==> config.mk <==
export PLATFORM = sky130hd
export DESIGN_NAME = tempsense_vdac_sar_ctrl
export DESIGN_NICKNAME = d
export VERILOG_FILES = /design/src/rtl/tempsense_vdac_sar_ctrl.sv
export SDC_FILE = /design/constraint.sdc
export NUM_CORES = 1
export LEC_CHECK = 0
export ABC_CLOCK_PERIOD_IN_PS = 2800
export BUFFER_PORTS_ARGS = -buffer_cell sky130_fd_sc_hd__buf_2
export CAP_MARGIN = 20
export CORE_UTILIZATION = 57
export DETAILED_ROUTE_END_ITERATION = 8
export GPL_TIMING_DRIVEN = 0
export PLACE_DENSITY = 0.75
export SYNTH_ARGS = -nofsm -noshare
export SYNTH_HDL_FRONTEND = slang
export SYNTH_SLANG_ARGS = --single-unit
==> constraint.sdc <==
create_clock -name clk -period 2.8 [get_ports clk]
set_clock_uncertainty 0.2 [all_clocks]
set_input_delay 0.14 -clock clk [delete_from_list [all_inputs] [get_ports clk]]
set_output_delay 0.14 -clock clk [all_outputs]
set_load 0.005 [all_outputs]
==> src/rtl/tempsense_vdac_sar_ctrl.sv <==
// Sequential controller for the tempsense VDAC: drives the DAC code and enable,
// synchronises the comparator and runs either a binary-search SAR conversion
// or continuous +/-1 LSB tracking. Every output comes straight from a flop.
module tempsense_vdac_sar_ctrl #(
  parameter int BITWIDTH = 6,
  parameter int SETTLE_W = 4
) (
  input  logic                clk,
  input  logic                reset,
  input  logic                start,
  input  logic                stop,
  input  logic                mode,
  input  logic [SETTLE_W-1:0] settle_cycles,
  input  logic                comp_in,
  output logic [BITWIDTH-1:0] dac_data,
  output logic                dac_enable,
  output logic                busy,
  output logic                done,
  output logic [BITWIDTH-1:0] result,
  output logic                result_valid
);

  localparam int IDX_W = $clog2(BITWIDTH);
  localparam logic [BITWIDTH-1:0] MSB_CODE = {1'b1, {(BITWIDTH-1){1'b0}}};
  localparam logic [BITWIDTH-1:0] ONE_CODE = BITWIDTH'(1);
  localparam logic [BITWIDTH-1:0] MAX_CODE = {BITWIDTH{1'b1}};
  localparam logic [BITWIDTH-1:0] MIN_CODE = {BITWIDTH{1'b0}};

  typedef enum logic {
    IDLE   = 1'b0,
    SETTLE = 1'b1
  } state_t;

  state_t              state_r, state_s;
  logic [SETTLE_W-1:0] cnt_r, cnt_s;
  logic [SETTLE_W-1:0] settle_r, settle_s;
  logic                mode_r, mode_s;
  logic [IDX_W-1:0]    bit_r, bit_s;
  logic                sync1_r, sync2_r;
  logic [BITWIDTH-1:0] dac_data_s, result_s;
  logic                dac_enable_s, busy_s, done_s, result_valid_s;
  logic [BITWIDTH-1:0] cur_mask_s, trial_mask_s, sar_keep_s, track_code_s;

  // Two-flop synchroniser for the asynchronous comparator decision.
  always_ff @(posedge clk or posedge reset) begin
    if (reset) begin
      sync1_r <= 1'b0;
      sync2_r <= 1'b0;
    end else begin
      sync1_r <= comp_in;
      sync2_r <= sync1_r;
    end
  end

  // Decision datapath: resolve the SAR trial bit and the saturating tracking step.
  always_comb begin
    cur_mask_s   = ONE_CODE << bit_r;
    trial_mask_s = ONE_CODE << (bit_r - IDX_W'(1));
    sar_keep_s   = sync2_r ? dac_data : (dac_data & ~cur_mask_s);
    track_code_s = dac_data;
    if (sync2_r) begin
      track_code_s = (dac_data == MAX_CODE) ? MAX_CODE : (dac_data + ONE_CODE);
    end else begin
      track_code_s = (dac_data == MIN_CODE) ? MIN_CODE : (dac_data - ONE_CODE);
    end
  end

  // Next-state and next-output logic; stop always takes priority over a decision.
  always_comb begin
    state_s        = state_r;
    cnt_s          = cnt_r;
    settle_s       = settle_r;
    mode_s         = mode_r;
    bit_s          = bit_r;
    dac_data_s     = dac_data;
    dac_enable_s   = dac_enable;
    busy_s         = busy;
    done_s         = 1'b0;
    result_s       = result;
    result_valid_s = result_valid;
    case (state_r)
      IDLE: begin
        dac_enable_s = 1'b0;
        busy_s       = 1'b0;
        if (start && !stop) begin
          state_s      = SETTLE;
          mode_s       = mode;
          settle_s     = settle_cycles;
          cnt_s        = settle_cycles;
          dac_enable_s = 1'b1;
          busy_s       = 1'b1;
          if (!mode) begin
            dac_data_s = MSB_CODE;
            bit_s      = IDX_W'(BITWIDTH - 1);
          end else begin
            dac_data_s = result_valid ? result : MSB_CODE;
          end
        end else begin
          state_s = IDLE;
        end
      end
      SETTLE: begin
        if (stop) begin
          state_s      = IDLE;
          busy_s       = 1'b0;
          dac_enable_s = 1'b0;
        end else if (cnt_r != {SETTLE_W{1'b0}}) begin
          cnt_s = cnt_r - SETTLE_W'(1);
        end else if (!mode_r) begin
          if (bit_r != {IDX_W{1'b0}}) begin
            dac_data_s = sar_keep_s | trial_mask_s;
            bit_s      = bit_r - IDX_W'(1);
            cnt_s      = settle_r;
          end else begin
            dac_data_s     = sar_keep_s;
            result_s       = sar_keep_s;
            done_s         = 1'b1;
            result_valid_s = 1'b1;
            state_s        = IDLE;
            busy_s         = 1'b0;
            dac_enable_s   = 1'b0;
          end
        end else begin
          dac_data_s     = track_code_s;
          result_s       = track_code_s;
          done_s         = 1'b1;
          result_valid_s = 1'b1;
          cnt_s          = settle_r;
        end
      end
      default: begin
        state_s      = IDLE;
        busy_s       = 1'b0;
        dac_enable_s = 1'b0;
      end
    endcase
  end

  // State, counters and registered outputs.
  always_ff @(posedge clk or posedge reset) begin
    if (reset) begin
      state_r      <= IDLE;
      cnt_r        <= {SETTLE_W{1'b0}};
      settle_r     <= {SETTLE_W{1'b0}};
      mode_r       <= 1'b0;
      bit_r        <= {IDX_W{1'b0}};
      dac_data     <= {BITWIDTH{1'b0}};
      dac_enable   <= 1'b0;
      busy         <= 1'b0;
      done         <= 1'b0;
      result       <= {BITWIDTH{1'b0}};
      result_valid <= 1'b0;
    end else begin
      state_r      <= state_s;
      cnt_r        <= cnt_s;
      settle_r     <= settle_s;
      mode_r       <= mode_s;
      bit_r        <= bit_s;
      dac_data     <= dac_data_s;
      dac_enable   <= dac_enable_s;
      busy         <= busy_s;
      done         <= done_s;
      result       <= result_s;
      result_valid <= result_valid_s;
    end
  end

endmodule

==> summary.md, run 1 <==
| Metric | Value |
|---|---|
| Status | `finished clean` |
| Total die area | `3710 um^2` |
| TritonCTS Buffers | `5` |
| Post-synth cell types | `53` |
| Routed wire per std cell | `15.1 um` |
| # port buffers | `25` |
| CP endpoint kind | `register` |
| Final net count | `280` |
| TritonCTS Sinks | `30` |
| Layout cells sized above 1 | `20.4%` |
| Critical path required time | `2840 ps` |
| # setup viols final | `0` |
| F_max | `418 MHz` |
| Multi-input gate area | `1110 um^2` |
| Async SR Flop Fraction | `100%` |
| DRC | `0` |
| Synthesis-stage register bit count | `30` |
| Placed cell area | `2190 um^2` |
| Fin crit period | `2390 ps` |
| Setup TNS | `0 ps` |
| Most common cell after layout, fill and taps aside | `dfrtp_1` |
| CTS tree | `done` |
| Gate power share | `48.0%` |
| Number of global-route vias before repair | `1650` |
| Peak fanout along the critical path | `10` |
| Headroom to the max-slew limit | `48.2%` |
| Core ar. | `3340 um^2` |
| RD Place Congestion | `0.891` |
| Die width | `60.9 um` |
| Layout area overhead | `18.3%` |
| Largest net degree at the start of global routing | `20` |
| Antenna violations before repair | `0` |
| Sw frac | `42.1%` |
| CTS H-tree lvls | `2` |
| Vias/cell | `5.77` |
| Slowest CP cell | `dfrtp_1` |
| Final hold violation count | `0` |
| CP Class | `register to register` |
| Net Count, Synth | `240` |
| Switch Pwr | `0.886 mW` |
| Total non-filler cell area in the finished layout | `2340 um^2` |
| Top FF cell, synth | `dfrtp_1` |
| Total GRT Usage | `28.3%` |
| ANT cells | `0` |
| Worst-Margin Slew | `775 ps` |
| Post-Syn Area | `1980 um^2` |
| Clock latency on the worst-skew pair | `330 ps` |
| Post-cts resize count | `0` |
| First-pass GRT wire length | `7.45 mm` |
| Routed vias | `1765` |
| Most frequent cells in the layout | `30 x dfrtp_1, 29 x buf_2, 23 x nand2_1` |
| Initial DRC Count | `149` |
| Post-Syn Area per Cell | `8.99 um^2` |
| Antenna-violating nets left | `0` |
| Worst Path Arrival | `2430 ps` |
| P per Cell Area | `900 nW/um^2` |
| Final Worst Setup Slack | `408 ps` |
| Worst R2R Path Depth | `8` |
| Max Slew Vio Count | `0` |
| Sequential power share | `34.8%` |
| Row cnt | `21` |
| Worst-path cell chain | `inv_1, ha_1, or3b_1, buf_2, nand3b_4, a31oi_4, a21oi_2, a21o_1` |
| Int Power | `1.22 mW` |
| Clock network fraction of total power | `17.2%` |
| EDFF count, synth | `0` |
| Crit path from | `cnt_r[0]$_DFFE_PP0P_` |
| Fill cells | `292` |
| Slowest stage delay, CP | `440 ps` |
| Grt ovf | `0` |
| Reg area | `751 um^2` |
| Share of the yosys chip area belonging to registers | `38.0%` |
| Leakage | `1.11 nW` |
| Syn Inst Count | `220` |
| Syn. warnings | `0` |
| Hold Path Class | `primary input to register` |
| FF-to-FF Start | `cnt_r[0]$_DFFE_PP0P_` |
| Final period utilization | `85.4%` |
| Worst slack at placement | `436 ps` |
| Levels on crit path | `8` |
| Buffer type at the clock tree root | `clkbuf_4` |
| Delay-heaviest family, CP | `compound AO/OA/AOI/OAI gates` |
| Hold path cells | `3` |
| Dpl hpwl | `3.43 mm` |
| VDD IR max | `443 uV` |
| Reg clk slew, reported paths | `100 ps` |
| Die Span Y | `60.9 um` |
| Max clock buf depth | `2` |
| Setup crit start kind | `register` |
| Max Cap Violations | `0` |
| Min Hold Slack | `68.2 ps` |
| Starting Density | `59.3%` |
| DRT Pass-1 Iters | `4` |
| Routed WL | `4.61 mm` |
| Hold Startpoint | `stop` |
| Crit path buf inv count | `2` |
| RSZ-0062 raised after global routing | `no` |
| Num ports | `26` |
## kinds of logic (layout without fill, tap and decap cells)
group                    count (synthesis)  after routing  synth area share (%)
AO/OA/AOI/OAI                           71             71                  23.5
buffers and inverters                   25             65                  5.95
flip-flops                              30             30                  38.0
AND/OR/NAND/NOR                         72             72                  20.1
multiplexers                             9              9                  4.87
XOR/XNOR                                 3              3                  1.33
adder cells (fa/ha/maj)                 10             10                  6.33
## tightest hold or removal path: stages
cell and delay [ps]:
buf_2 120, o21ai_0 110, a41oi_2 190
## final cells by class
class                   instances  share of cell area, %
repair buffers                 33                   9.52
clock inverters                 1                   1.28
plain buffers                  11                   2.78
multi-input cells             165                   47.4
flip-flops and latches         30                   32.1
clock buffers                   6                   2.19
inverters                      14                   2.25
well taps                      46                   2.46
## stage by stage
stage	power (mW)	cells	utilization [%]
floorplan	1.44	220	-
global placement	1.71	291	64.8
detailed placement	1.73	292	65.6
CTS	2.10	306	70.1
global route	2.27	306	70.1
finish	2.10	306	70.1
## Yosys cell counts (2+ instances only)
cell type  count  area [um^2]
a21o_1         3         22.5
o22ai_1        3         18.8
a21oi_1       19         95.1
nand2_1       23         86.3
nand3_1        3         15.0
clkbuf_1       4         15.0
and2_1         2         12.5
nor2_1        17         63.8
a311oi_1       2         17.5
o21ai_1        4         20.0
buf_6          2         22.5
ha_1          10          125
a21oi_2        2         17.5
a31oi_1        6         37.5
o31ai_1        2         15.0
mux2i_1        4         40.0
nor2b_1        2         12.5
inv_1         14         52.6
mux2_2         5         56.3
o211ai_1       2         15.0
o21ai_0       15         75.1
dfrtp_1       30          751
buf_2          4         20.0
nand2b_1       5         31.3
a211oi_1       3         22.5
xor2_1         3         26.3
nor3b_1        2         15.0
nor3_1         4         20.0
## final timing paths
path	endpoint	slack, ps
hold / removal	dac_data[5]$_DFFE_PP0P_	70
setup reg to reg	cnt_r[0]$_DFFE_PP0P_	410
max in group asynchronous	dac_data[5]$_DFFE_PP0P_	1740
min in group asynchronous	dac_data[0]$_DFFE_PP0P_	190
hold reg to reg	sync2_r$_DFF_PP0_	160
setup / recovery	cnt_r[0]$_DFFE_PP0P_	410
## registers in the layout, summed over array words and instances, names as in the netlist
signal,flops
dac_data,6
cnt_r,4
settle_r,4
result_valid,1
sync2_r,1
state_r,1
busy,1
mode_r,1
sync1_r,1
done,1
bit_r,3
result,6
## repair_timing
action | CTS | global route
endpoints found under the hold margin | 20 | 0
setup endpoints to repair | 0 | 0
hold buffers | 7 | 0
setup buffers | 0 | 0
## per-layer routing
layer | wire length [um] | share of wire, % | GRT usage, % | up-vias
met5 | 0 | 0 | 0 | -
met4 | 121 | 2.6 | 14.6 | 0
met3 | 193 | 4.2 | 6.61 | 12
met2 | 2340 | 51 | 48.8 | 58
met1 | 1960 | 42 | 32.8 | 824
li1 | - | - | - | 871
## power by group through the flow
stage               Combinational (mW)  Clock, mW  Sequential, mW
floorplan                        0.733          0           0.708
global placement                 0.976          0           0.733
detailed placement               0.991          0           0.738
CTS                               1.00      0.364           0.729
global route                      1.14      0.378           0.753
finish                            1.01      0.361           0.733
(Power assumes the default switching activity.)
==> inputs of run 2 (changes only) <==
--- a/config.mk
+++ b/config.mk
@@ -11,7 +11,7 @@
 export CORE_UTILIZATION = 57
 export DETAILED_ROUTE_END_ITERATION = 8
 export GPL_TIMING_DRIVEN = 0
-export PLACE_DENSITY = 0.75
+export PLACE_DENSITY = 0.79
 export SYNTH_ARGS = -nofsm -noshare
 export SYNTH_HDL_FRONTEND = slang
 export SYNTH_SLANG_ARGS = --single-unit
==> run 2 against run 1 <==
  * Global-route usage shrank 1.8 points
  * Setup slack got worse by 12 ps
  * Wire length fell by 3.7%
  * Via count increased by 0.40%
  * Final area shrank 1.6%
  * Worst hold slack gained 10 ps
  * Maximum frequency shrank 0.51%
  * Non-clock buffer count unchanged
  * Utilization fell by 1.1 points
  * Sequential power shrank 0.5%
  * Clock power is 35% lower
  * Highest routed layer unchanged
  * Largest cell class unchanged
  * Final cell count unchanged
==> summary.md, run 2 (synthesis gave the netlist of run 1 again) <==
| Metric | Value |
|---|---|
| Status | `finished clean` |
| Fin util | `69.0% (-1.1 points)` |
| Reg clk slew, reported paths | `80 ps (-20 ps)` |
| Max Cap Violations | `0 (unchanged)` |
| Vias/cell | `5.79 (+0.40%)` |
| Total non-filler cell area in the finished layout | `2300 um^2 (-1.6%)` |
| RSZ-0062 raised after global routing | `no` |
| Worst reg2reg setup slack | `400 ps (about the same)` |
| Final Worst Setup Slack | `395 ps (-12.2 ps)` |
| Layout area overhead | `16.4%` |
| Die Span Y | `60.9 um (unchanged)` |
| Crit path buf inv count | `2 (unchanged)` |
| Final period utilization | `85.9% (+0.43 points)` |
| Antenna violations before repair | `0 (unchanged)` |
| First-pass GRT wire length | `6.96 mm (-6.5%)` |
| Antenna-violating nets left | `0 (unchanged)` |
| Setup TNS | `0 ps (unchanged)` |
| Total power draw | `1.98 mW (-6.1%)` |
| ANT cells | `0 (unchanged)` |
| Final Non-Filler Cells | `306 (unchanged)` |
| Worst R2R Path Depth | `8 (unchanged)` |
| Headroom to the max-slew limit | `45.3% (-2.9 points)` |
| Routed WL | `4.44 mm (-3.7%)` |
| F_max | `416 MHz (-0.51%)` |
| Most common cell after layout, fill and taps aside | `dfrtp_1` |
| Num ports | `26 (unchanged)` |
| Fin crit period | `2400 ps (+12.2 ps)` |
| Placed cell area | `2190 um^2 (unchanged)` |
| Grt ovf | `0 (unchanged)` |
| Leakage | `1.09 nW (-1.7%)` |
| Buffer type at the clock tree root | `clkbuf_4` |
| Final net count | `280 (unchanged)` |
| Clock latency on the worst-skew pair | `330 ps (about the same)` |
| Delay-heaviest family, CP | `compound AO/OA/AOI/OAI gates` |
| Die width | `60.9 um (unchanged)` |
| Final hold violation count | `0 (unchanged)` |
| Worst-path cell chain | `inv_1, ha_1, or3b_1, buf_2, nand3b_4, a31oi_4, a21oi_2, a21o_1` |
| Max Slew Vio Count | `0 (unchanged)` |
| Levels on crit path | `8 (unchanged)` |
| Slowest stage delay, CP | `430 ps (about the same)` |
| Number of global-route vias before repair | `1545 (-6.4%)` |
| Core ar. | `3340 um^2 (unchanged)` |
| Total GRT Usage | `26.5% (-1.8 points)` |
| Worst slack at placement | `403 ps (-32.7 ps)` |
| Hold Startpoint | `stop` |
| CP endpoint kind | `register` |
| # setup viols final | `0 (unchanged)` |
| Hold Path Class | `primary input to register` |
| CTS tree | `done` |
| Worst-Margin Slew | `817 ps (+42.8 ps)` |
| Min Hold Slack | `78.3 ps (+10.1 ps)` |
| TritonCTS Buffers | `5 (unchanged)` |
| Row cnt | `21 (unchanged)` |
| P per Cell Area | `858 nW/um^2 (-4.6%)` |
| Largest registers | `dac_data (6), result (6)` |
| TritonCTS Sinks | `30 (unchanged)` |
| End of the critical path | `cnt_r[0]$_DFFE_PP0P_` |
| Total die area | `3710 um^2 (unchanged)` |
| Most frequent cells in the layout | `30 x dfrtp_1, 29 x buf_2, 23 x nand2_1` |
| Multi-input gate area | `1110 um^2 (unchanged)` |
| Starting Density | `59.3% (unchanged)` |
| CTS H-tree lvls | `2 (unchanged)` |
| Max clock buf depth | `2 (unchanged)` |
| # port buffers | `25 (unchanged)` |
| Placed insts | `292 (unchanged)` |
| FF-to-FF End | `cnt_r[0]$_DFFE_PP0P_` |
| Reg area | `751 um^2 (unchanged)` |
| Largest net degree at the start of global routing | `19 (-5.0%)` |
| Slowest CP cell | `dfrtp_1` |
| CP Class | `register to register` |
| DRC | `0 (unchanged)` |
| Peak fanout along the critical path | `10 (unchanged)` |
| Dpl hpwl | `3.26 mm (-5.0%)` |
| Critical path required time | `2830 ps (about the same)` |
| VDD IR max | `433 uV (-2.2%)` |
| Crit path from | `cnt_r[0]$_DFFE_PP0P_` |
| Layout cells sized above 1 | `19.6% (-0.77 points)` |
| DRT Pass-1 Iters | `6 (+2)` |
| Initial DRC Count | `130 (-13%)` |
| Routed wire per std cell | `14.5 um (-3.7%)` |
| Worst Path Arrival | `2440 ps (about the same)` |
| FF-to-FF Start | `cnt_r[0]$_DFFE_PP0P_` |
| Setup crit start kind | `register` |
| RD Place Congestion | `0.920 (+3.2%)` |
| Fill cells | `270 (-7.5%)` |
| Routed vias | `1772 (+0.40%)` |
[run 2: cell count changes in the layout (fill, tap and decap cells not counted), sizes merged]
cell	change
bufinv	-1
clkbuf	+1
[run 2: power breakdown]
group	total, mW	switching, mW	leakage [nW]	internal [mW]
combinational	1.01	0.572	0.692	0.441
sequential	0.729	0.159	0.368	0.569
clock	0.236	0.141	0.0254	0.0944
total	1.98	0.873	1.09	1.10
[run 2: worst min path at each step]
stage | slack (ps) | end | cells past startpoint
final | 80 | dac_data[5]$_DFFE_PP0P_ | 3
after global routing | 100 | dac_data[5]$_DFFE_PP0P_ | 3
after detailed placement | 20 | result[5]$_DFFE_PP0P_ | 2
after global placement | 50 | sync1_r$_DFF_PP0_ | 1
after CTS | 70 | dac_data[5]$_DFFE_PP0P_ | 3
after floorplan | -30 | sync1_r$_DFF_PP0_ | 0
[run 2: area by class of cell]
type	instances	share of cell area, %
multi-input cells	165	48.2
plain buffers	11	2.82
flip-flops and latches	30	32.6
well taps	46	2.50
inverters	14	2.28
clock buffers	7	1.96
repair buffers	33	9.67
[run 2: timing repair]
action / in CTS / in global routing
gates resized for setup: 0 / 0
setup buffers: 0 / 0
hold buffers: 7 / 0
endpoints found under the hold margin: 21 / 0
[run 2: worst register-to-register path, cell delays in order (launching register included)]
cell and delay (ps):
dfrtp_1 430, inv_1 120, ha_1 240, or3b_1 360
buf_2 160, nand3b_4 170, a31oi_4 350, a21oi_2 90
a21o_1 180
[run 2: routing by layer]
metal	track usage, %	share of wire, %	up-vias
met4	9.74	1.4	0
met5	0	0	-
li1	-	-	871
met3	7.46	5.4	7
met1	33.0	43	839
met2	44.1	50	55
==> inputs of run 3 (changes only) <==
--- a/config.mk
+++ b/config.mk
@@ -11,6 +11,7 @@
 export CORE_UTILIZATION = 57
 export DETAILED_ROUTE_END_ITERATION = 8
 export GPL_TIMING_DRIVEN = 0
+export MAX_ROUTING_LAYER = met4
 export PLACE_DENSITY = 0.79
 export SYNTH_ARGS = -nofsm -noshare
 export SYNTH_HDL_FRONTEND = slang
==> run 3 against run 2 <==
  * Setup slack worse by 12 ps
  * Clock-buffer cell count unchanged
  * Via count increased by 1.1%
  * Maximum frequency decreased by 0.48%
  * Critical path type unchanged
  * Sequential cell count is the same
  * Sequential power grew 0.8%
  * Final cell count is 0.33% higher
  * Critical endpoint unchanged
  * Combinational power barely moved
  * Worst hold slack improved by 6.9 ps
  * Non-clock buffer count unchanged
  * Critical path depth is the same
==> summary.md, run 3 (synthesis gave the netlist of run 1 again) <==
| Metric | Value |
|---|---|
| FF-to-FF End | `cnt_r[0]$_DFFE_PP0P_` |
| Final hold violation count | `0 (unchanged)` |
| Total die area | `3710 um^2 (unchanged)` |
| Total power draw | `2.04 mW (+3.2%)` |
| Final net count | `280 (unchanged)` |
| Worst Path Arrival | `2450 ps (about the same)` |
| Fin crit period | `2420 ps (+11.6 ps)` |
| End of the critical path | `cnt_r[0]$_DFFE_PP0P_` |
| Most common cell after layout, fill and taps aside | `dfrtp_1` |
| Antenna violations before repair | `0 (unchanged)` |
| Row cnt | `21 (unchanged)` |
| Dpl hpwl | `3.45 mm (+5.9%)` |
| CTS H-tree lvls | `2 (unchanged)` |
| DRC | `0 (unchanged)` |
| Most frequent cells in the layout | `30 x dfrtp_1, 29 x buf_2, 23 x nand2_1` |
| TritonCTS Sinks | `30 (unchanged)` |
| Setup crit start kind | `register` |
| Leakage | `1.10 nW (+0.91%)` |
| Final period utilization | `86.3% (+0.41 points)` |
| Crit path from | `cnt_r[0]$_DFFE_PP0P_` |
| DRT Pass-1 Iters | `5 (-1)` |
| Post-cts resize count | `0 (unchanged)` |
| ANT cells | `0 (unchanged)` |
| Max Slew Vio Count | `0 (unchanged)` |
| Routed WL | `4.71 mm (+6.0%)` |
| Largest registers | `dac_data (6), result (6)` |
| Slowest stage delay, CP | `440 ps (about the same)` |
| Headroom to the max-slew limit | `48.7% (+3.4 points)` |
| Critical path required time | `2830 ps (about the same)` |
| Num ports | `26 (unchanged)` |
| Status | `finished clean` |
| VDD IR max | `519 uV (+20%)` |
| Clock latency on the worst-skew pair | `340 ps (about the same)` |
| Die Span Y | `60.9 um (unchanged)` |
| Antenna-violating nets left | `0 (unchanged)` |
| Max clock buf depth | `2 (unchanged)` |
| Max Cap Violations | `0 (unchanged)` |
| TritonCTS Buffers | `5 (unchanged)` |
| CP Class | `register to register` |
| CTS tree | `done` |
| # port buffers | `25 (unchanged)` |
| Setup TNS | `0 ps (unchanged)` |
| RD Place Congestion | `0.915 (-0.50%)` |
| Vias/cell | `5.83 (+0.74%)` |
| Layout area overhead | `17.2%` |
| Number of global-route vias before repair | `1606 (+3.9%)` |
| P per Cell Area | `880 nW/um^2 (+2.6%)` |
| First-pass GRT wire length | `7.42 mm (+6.5%)` |
| Die width | `60.9 um (unchanged)` |
| Worst-Margin Slew | `767 ps (-50.4 ps)` |
| Worst-path cell chain | `inv_1, ha_1, or3b_1, buf_2, nand3b_4, a31oi_4, a21oi_2, a21o_1` |
| F_max | `414 MHz (-0.48%)` |
| Placed cell area | `2190 um^2 (unchanged)` |
| Routed wire per std cell | `15.3 um (+5.6%)` |
| Core ar. | `3340 um^2 (unchanged)` |
| Largest net degree at the start of global routing | `22 (+3)` |
| # setup viols final | `0 (unchanged)` |
| CP endpoint kind | `register` |
| Grt ovf | `0 (unchanged)` |
| Slowest CP cell | `dfrtp_1` |
| Starting Density | `59.3% (unchanged)` |
| Reg clk slew, reported paths | `90 ps (about the same)` |
| Routed vias | `1791 (+1.1%)` |
| RSZ-0062 raised after global routing | `no` |
| Layout cells sized above 1 | `20.3% (+0.69 points)` |
| Worst reg2reg setup slack | `380 ps (about the same)` |
| Total GRT Usage | `28.9% (+2.4 points)` |
| Initial DRC Count | `137 (+5.4%)` |
| Worst R2R Path Depth | `8 (unchanged)` |
| Buffer type at the clock tree root | `clkbuf_4` |
| Hold Path Class | `primary input to register` |
| Total non-filler cell area in the finished layout | `2320 um^2 (+0.65%)` |
| Peak fanout along the critical path | `10 (unchanged)` |
| FF-to-FF Start | `cnt_r[0]$_DFFE_PP0P_` |
==> run 3: cell count changes in the layout (fill, tap and decap cells not counted) <==
cell | before | now
clkbuf_1 | 6 | 5
clkbuf_8 | 0 | 1
clkinv_2 | 0 | 1
==> run 3: where the power goes <==
part           internal (mW)  switching, mW
Sequential             0.569          0.166
Combinational          0.442          0.588
Clock                  0.121          0.155
Total                   1.13          0.909
==> run 3: final cells by class <==
| cell class | count | area [um^2] |
|---|---|---|
| buffer | 11 | 65.1 |
| clock buffer | 7 | 55.1 |
| clock inverter | 1 | 5.00 |
| fill | 276 | 1020 |
| inverter | 14 | 52.6 |
| multi-input combinational | 165 | 1110 |
| sequential | 30 | 751 |
| tap | 46 | 57.6 |
| timing repair buffer | 33 | 223 |
==> run 3: worst min path at each step <==
stage          startpoint                       to  slack (ps)  depth (start not counted)
2_1_floorplan     comp_in        sync1_r$_DFF_PP0_         -30                          0
3_3_place_gp      comp_in        sync1_r$_DFF_PP0_          50                          1
3_5_place_dp        reset    result[5]$_DFFE_PP0P_         -30                          2
4_1_cts              stop  dac_data[5]$_DFFE_PP0P_          80                          3
5_1_grt              stop  dac_data[5]$_DFFE_PP0P_         140                          3
6_report             stop  dac_data[5]$_DFFE_PP0P_          90                          3
==> run 3: worst max-delay path, delay by kind of cell (launching register included) <==
| family | cells | cell delay (ps) |
|---|---|---|
| buf+inv | 2 | 270 |
| compound gates | 3 | 620 |
| flops | 1 | 440 |
| fa+ha+maj | 1 | 250 |
| simple gates | 2 | 520 |
==> run 3: metal layers <==
layer | share of wire [%] | wire length [um] | global-route usage [%] | vias up
met2 | 49 | 2280 | 46.8 | 54
met1 | 44 | 2070 | 34.5 | 857
li1 | - | - | - | 869
met4 | 2.1 | 97 | 10.7 | 0
met5 | 0 | 0 | - | -
met3 | 5.5 | 257 | 7.68 | 11
==> run 3: through the flow <==
step	cells	util, %	hold WS, ps	setup WS, ps
2_1_floorplan	220	-	-28.6	627
3_3_place_gp	291	64.8	49.2	412
3_5_place_dp	292	65.6	-32.7	401
4_1_cts	307	69.5	84.7	367
5_1_grt	307	69.5	139	262
6_report	307	69.5	85.2	384
==> run 3: timing repair <==
item,CTS,global route
buffers inserted,0,0
endpoints found under the hold margin,39,0
hold buffers,7,0
